$ cat src/rtl/router_pkg.sv
// Shared constants and helpers for the router register block: checksum mode
// encodings, the clog2 constant function and header field extraction.
package router_pkg;

  localparam int CHK_XOR = 0;
  localparam int CHK_ADD = 1;

  // Number of bits needed to encode n distinct values (n >= 2).
  function automatic int clog2(input int n);
    int res;
    int v;
    res = 0;
    v = n - 1;
    while (v > 0) begin
      res = res + 1;
      v = v >> 1;
    end
    return res;
  endfunction

  // Address field: the low addr_w bits of the header byte.
  function automatic int hdr_addr(input logic [31:0] hdr, input int addr_w);
    return int'(hdr & ((32'd1 << addr_w) - 32'd1));
  endfunction

  // Payload length field: everything above the address field.
  function automatic int hdr_len(input logic [31:0] hdr, input int addr_w);
    return int'(hdr >> addr_w);
  endfunction

endpackage

$ cat src/rtl/router_chk_fold.sv
// One step of the running packet checksum: XOR parity or carry-dropping sum.
module router_chk_fold import router_pkg::*; #(
  parameter int DW       = 8,
  parameter int CHK_MODE = CHK_XOR
) (
  input  logic [DW-1:0] acc,
  input  logic [DW-1:0] operand,
  output logic [DW-1:0] result
);

  // Pick the fold operator once at elaboration time.
  generate
    if (CHK_MODE == CHK_ADD) begin : g_add
      assign result = acc + operand;
    end else begin : g_xor
      assign result = acc ^ operand;
    end
  endgenerate

endmodule

$ cat src/rtl/router_reg_gen.sv
// Router register block: latches the header, buffers a byte stalled by a full
// FIFO, steers bytes to the FIFO and checks packet checksum and length.
module router_reg_gen import router_pkg::*; #(
  parameter int DW       = 8,
  parameter int NUM_CH   = 3,
  parameter int CHK_MODE = CHK_XOR
) (
  input  logic          clock,
  input  logic          reset,
  input  logic          pkt_valid,
  input  logic [DW-1:0] data_in,
  input  logic          fifo_full,
  input  logic          rst_int_reg,
  input  logic          detect_add,
  input  logic          lfd_state,
  input  logic          ld_state,
  input  logic          laf_state,
  input  logic          full_state,
  output logic [DW-1:0] dout,
  output logic          parity_done,
  output logic          low_pkt_valid,
  output logic          err,
  output logic          len_err,
  output logic          addr_err,
  output logic          hold_valid
);

  localparam int ADDR_W = clog2(NUM_CH);
  localparam int CNT_W  = DW - ADDR_W + 1;
  localparam logic [CNT_W-1:0] CNT_MAX = '1;

  logic [DW-1:0]    header;
  logic [DW-1:0]    hold_byte;
  logic [DW-1:0]    int_chk;
  logic [DW-1:0]    pkt_chk;
  logic [CNT_W-1:0] cnt;
  logic [DW-1:0]    fold_operand;
  logic [DW-1:0]    fold_result;
  logic             addr_ok;
  logic             byte_fold;
  logic             chk_load;
  logic             len_match;

  assign addr_ok      = (hdr_addr(32'(data_in), ADDR_W) < NUM_CH);
  assign byte_fold    = ld_state && pkt_valid && !full_state;
  assign chk_load     = !parity_done &&
                        ((ld_state && !pkt_valid && !fifo_full) ||
                         (laf_state && low_pkt_valid));
  assign len_match    = (int'(cnt) == hdr_len(32'(header), ADDR_W));
  assign fold_operand = lfd_state ? header : data_in;

  router_chk_fold #(
    .DW       (DW),
    .CHK_MODE (CHK_MODE)
  ) u_fold (
    .acc     (int_chk),
    .operand (fold_operand),
    .result  (fold_result)
  );

  // Header capture for valid addresses; flag headers with out-of-range address.
  always_ff @(posedge clock) begin
    if (reset) begin
      header   <= '0;
      addr_err <= 1'b0;
    end else if (detect_add && pkt_valid) begin
      if (addr_ok) header <= data_in;
      addr_err <= !addr_ok;
    end else if (rst_int_reg) begin
      addr_err <= 1'b0;
    end
  end

  // One-byte buffer for the byte that arrived while the FIFO was full.
  always_ff @(posedge clock) begin
    if (reset) begin
      hold_byte  <= '0;
      hold_valid <= 1'b0;
    end else if (ld_state && fifo_full) begin
      hold_byte  <= data_in;
      hold_valid <= 1'b1;
    end else if (laf_state) begin
      hold_valid <= 1'b0;
    end
  end

  // Byte presented to the FIFO, by FSM phase.
  always_ff @(posedge clock) begin
    if (reset) begin
      dout <= '0;
    end else if (lfd_state) begin
      dout <= header;
    end else if (ld_state && !fifo_full) begin
      dout <= data_in;
    end else if (laf_state && hold_valid) begin
      dout <= hold_byte;
    end
  end

  // Remember that the sender dropped pkt_valid until the FSM acknowledges it.
  always_ff @(posedge clock) begin
    if (reset || rst_int_reg) begin
      low_pkt_valid <= 1'b0;
    end else if (ld_state && !pkt_valid) begin
      low_pkt_valid <= 1'b1;
    end
  end

  // Running checksum, payload count and one-shot capture of the trailing checksum byte.
  always_ff @(posedge clock) begin
    if (reset || detect_add) begin
      int_chk     <= '0;
      cnt         <= '0;
      pkt_chk     <= '0;
      parity_done <= 1'b0;
    end else begin
      if (lfd_state) begin
        int_chk <= fold_result;
      end else if (byte_fold) begin
        int_chk <= fold_result;
        if (cnt != CNT_MAX) cnt <= cnt + CNT_W'(1);
      end
      if (chk_load) begin
        pkt_chk     <= data_in;
        parity_done <= 1'b1;
      end
    end
  end

  // Verdicts trail parity_done by a cycle and drop together with it.
  always_ff @(posedge clock) begin
    if (reset) begin
      err     <= 1'b0;
      len_err <= 1'b0;
    end else begin
      err     <= parity_done && !detect_add && (int_chk != pkt_chk);
      len_err <= parity_done && !detect_add && !len_match;
    end
  end

endmodule

$ cat config.mk
export PLATFORM = sky130hd
export DESIGN_NAME = router_reg_gen
export DESIGN_NICKNAME = d
export VERILOG_FILES = /design/src/rtl/router_pkg.sv /design/src/rtl/router_chk_fold.sv /design/src/rtl/router_reg_gen.sv
export SDC_FILE = /design/constraint.sdc
export NUM_CORES = 1
export LEC_CHECK = 0
export ABC_CLOCK_PERIOD_IN_PS = 2700
export BUFFER_PORTS_ARGS = -buffer_cell sky130_fd_sc_hd__buf_2
export CELL_PAD_IN_SITES_DETAIL_PLACEMENT = 0
export CELL_PAD_IN_SITES_GLOBAL_PLACEMENT = 1
export CORE_ASPECT_RATIO = 1.25
export CORE_MARGIN = 2
export CORE_UTILIZATION = 46
export DETAILED_ROUTE_END_ITERATION = 6
export GPL_TIMING_DRIVEN = 0
export PLACE_DENSITY = 0.87
export SETUP_SLACK_MARGIN = 0.2
export SKIP_LAST_GASP = 1
export SYNTH_ARGS = -nofsm -noshare
export SYNTH_HDL_FRONTEND = slang
export SYNTH_HIERARCHICAL = 1
export SYNTH_SLANG_ARGS = --single-unit
$ cat constraint.sdc
create_clock -name clock -period 2.7 [get_ports clock]
set_input_delay 0.405 -clock clock [delete_from_list [all_inputs] [get_ports clock]]
set_output_delay 0.405 -clock clock [all_outputs]
set_load 0.02 [all_outputs]
==> impl_metrics.ini <==
[setup_path]
cp-startpoint = fifo_full
crit_path_end_kind = flip-flop
reg2reg_to = cnt[4]
r2r-start = cnt[0]
r2r_cells = 5
critPathMaxStageDelay_ns = 0.42
crit_path_max_fanout = 10
start_kind = primary input
path_cells = buf_2 > buf_6 > or3b_4 > a21oi_4 > mux2i_1 > nor2_2
cpMaxStageDelayCell = a21oi_4
cp.arrival_ns = 1.81
required_ns = 2.89
rrSetupSlack_ns = 1.18
criticalPathCategory = primary input to flip-flop

[detailed_routing]
drtIter0Drc = 70
avgRoutedWirePerCell_um = 14.50
dr.pass1.iters = 4
routed_via_density = 5.226
vias = 1918
routed_wl_um = 5322
drc = 0
ant_nets = 0

[timing]
hold_violations = 0
tns_ns = 0
slew_headroom = 0.4801
worst_pin_slew_ns = 0.7774
whs_ns = 0.2612
fin_skew_ns = 0.01079
drv_slew = 0
fin_crit_sh = 0.5998
worst_slack_ns = 1.080
rsz0062_at_grt = false
max_clock_freq_ghz = 0.6175
setup_viol = 0
min_period_ns = 1.620

[power]
finalPower_mw = 1.466
powerDensity_nw_per_um2 = 534.3
p_switching_mw = 0.3993
seq_power_share = 0.562
power_frac_clock = 0.309
p_int_mw = 1.067
swShare = 0.2724
pwr-share-comb = 0.129
ir_drop_mv = 0.2635
p_leak_nw = 1.233

[grt]
antenna_found_initial = 0
grt_overflow = 0
grt_pass1_vias = 1743
grt_pass1_wl_um = 8549
grt_max_degree = 18
grt_use_total = 0.1979

[synth]
avgSynthCellArea_um2 = 9.086
yosysWarningCount = 6
synth_seq_cells = 53
synth_top_area_share = 0.4373
ys_seq_area_frac = 0.4373
syn_area_um2 = 2426
synth.most_common_cell = dfxtp_1
yosysUniqueCellTypes = 37
synth_common_cells = dfxtp_1 (53), mux2i_1 (31), nor2_1 (27)
synth_top_cell_by_area = dfxtp_1
synth_edf_count = 0
syn_nets = 286
synth_top_cells_by_area = dfxtp_1 (44%), mux2i_1 (13%), xor2_1 (8.3%)
synth_cells = 267
synthFlopType = dfxtp_1
ys_async_sr_fraction = 0

[min_path]
min_path_cells = 2
hp-start = rst_int_reg
hp-class = primary input to flip-flop
worstHoldEndpoint = low_pkt_valid

[clock_tree]
numCtsBuffers = 5
htreeDepth = 2
post_cts_buffers = 0
clk_latency_ns = 0.31
cts.path.max_buffers = 2
cts_resized = 0
cts_tree = built
cts-hold-fix-buffers = 0
cts_root_buf = clkbuf_8
cts.sinks = 53
clk_pin_slew_worst_paths_ns = 0.10

[final_layout]
postLayoutCellArea_um2 = 2744
drive_gt1_frac = 0.1836
final_cells = 367
layout.nets = 323
final_util = 0.5401
syn_to_final_growth_pct = 13.10
n_fill_cell = 516
n_antenna_cell = 0

[die]
boundaryPins = 32
rows = 29
core_area_um2 = 5080
dieWidth_um = 68.96
design.die.area_um2 = 5875
initial_core_util = 0.4776
die_h_um = 85.20

[job]
drv_cap = 0

[outcome]
status = finished clean

[placed_design]
hpwl_um = 4077
port_buffers = 30
post_dp_cell_area_um2 = 2654
place_ws_ns = 0.7624
place_congestion = 0.7597
dp.cells = 359
worst max-delay path, delay by kind of cell:
kind,cells,cell delay [ns]
and+or+nand+nor,2,0.45
AOI/OAI and AO/OA,1,0.42
muxes,1,0.28
buffers and inverters,2,0.24
registers in the layout (all words and copies together) (netlist names):
| signal | cells |
|---|---|
| hold_byte | 8 |
| low_pkt_valid | 1 |
| parity_done | 1 |
| int_chk | 8 |
| pkt_chk | 8 |
| err | 1 |
| header | 8 |
| dout | 8 |
| len_err | 1 |
| hold_valid | 1 |
| cnt | 7 |
| addr_err | 1 |
routing by layer:
layer | global-route usage | part of all wire
met1 | 0.2542 | 0.46
met4 | 0.06417 | 0.014
met5 | 0 | 0
met3 | 0.03979 | 0.035
met2 | 0.3269 | 0.49
cell usage in the layout (no fill, tap or decap), types with 11 or more instances in the layout:
master / instances
mux2i_1: 31
o21ai_0: 17
dfxtp_1: 53
nor2_1: 27
nand3_1: 11
nand2_1: 22
inv_1: 11
a21oi_1: 13
buf_2: 33
xor2_1: 23
final cells by class:
class                           count  area [um2]  area share
Timing Repair Buffer               30       150.1     0.05472
Clock buffer                        5       68.82     0.02508
Tap cell                           62       77.57     0.02827
Clock inverter                      3       21.27    0.007752
Buffer                             13       60.06     0.02189
Multi-Input combinational cell    190        1264      0.4606
Sequential cell                    53        1061      0.3867
Inverter                           11       41.29     0.01505
worst max-delay path by stage:
stage	to	slack, ns	cells after the start
final	pkt_chk[7]	1.08	6
after global routing	pkt_chk[0]	1.02	6
after CTS	pkt_chk[7]	1.09	6
after detailed placement	pkt_chk[7]	0.76	6
after global placement	pkt_chk[6]	0.78	6
after floorplan	pkt_chk[0]	1.06	5
power groups by stage:
stage	Combinational (mW)	Sequential [mW]	Clock, mW
2_1_floorplan	0.120	0.848	0
3_3_place_gp	0.187	0.842	0
3_5_place_dp	0.190	0.842	0
4_1_cts	0.190	0.824	0.465
5_1_grt	0.210	0.827	0.499
6_report	0.189	0.824	0.453
cell families after synthesis:
logic type      Yosys count  synth area share
compound gates           48            0.1295
simple gates             84            0.1645
buf+inv                  24           0.04178
mux                      31            0.1279
xor+xnor                 26           0.09386
fa+ha+maj                 1          0.005156
flops                    53            0.4373
Note: power is estimated with default switching activity, not from simulation.
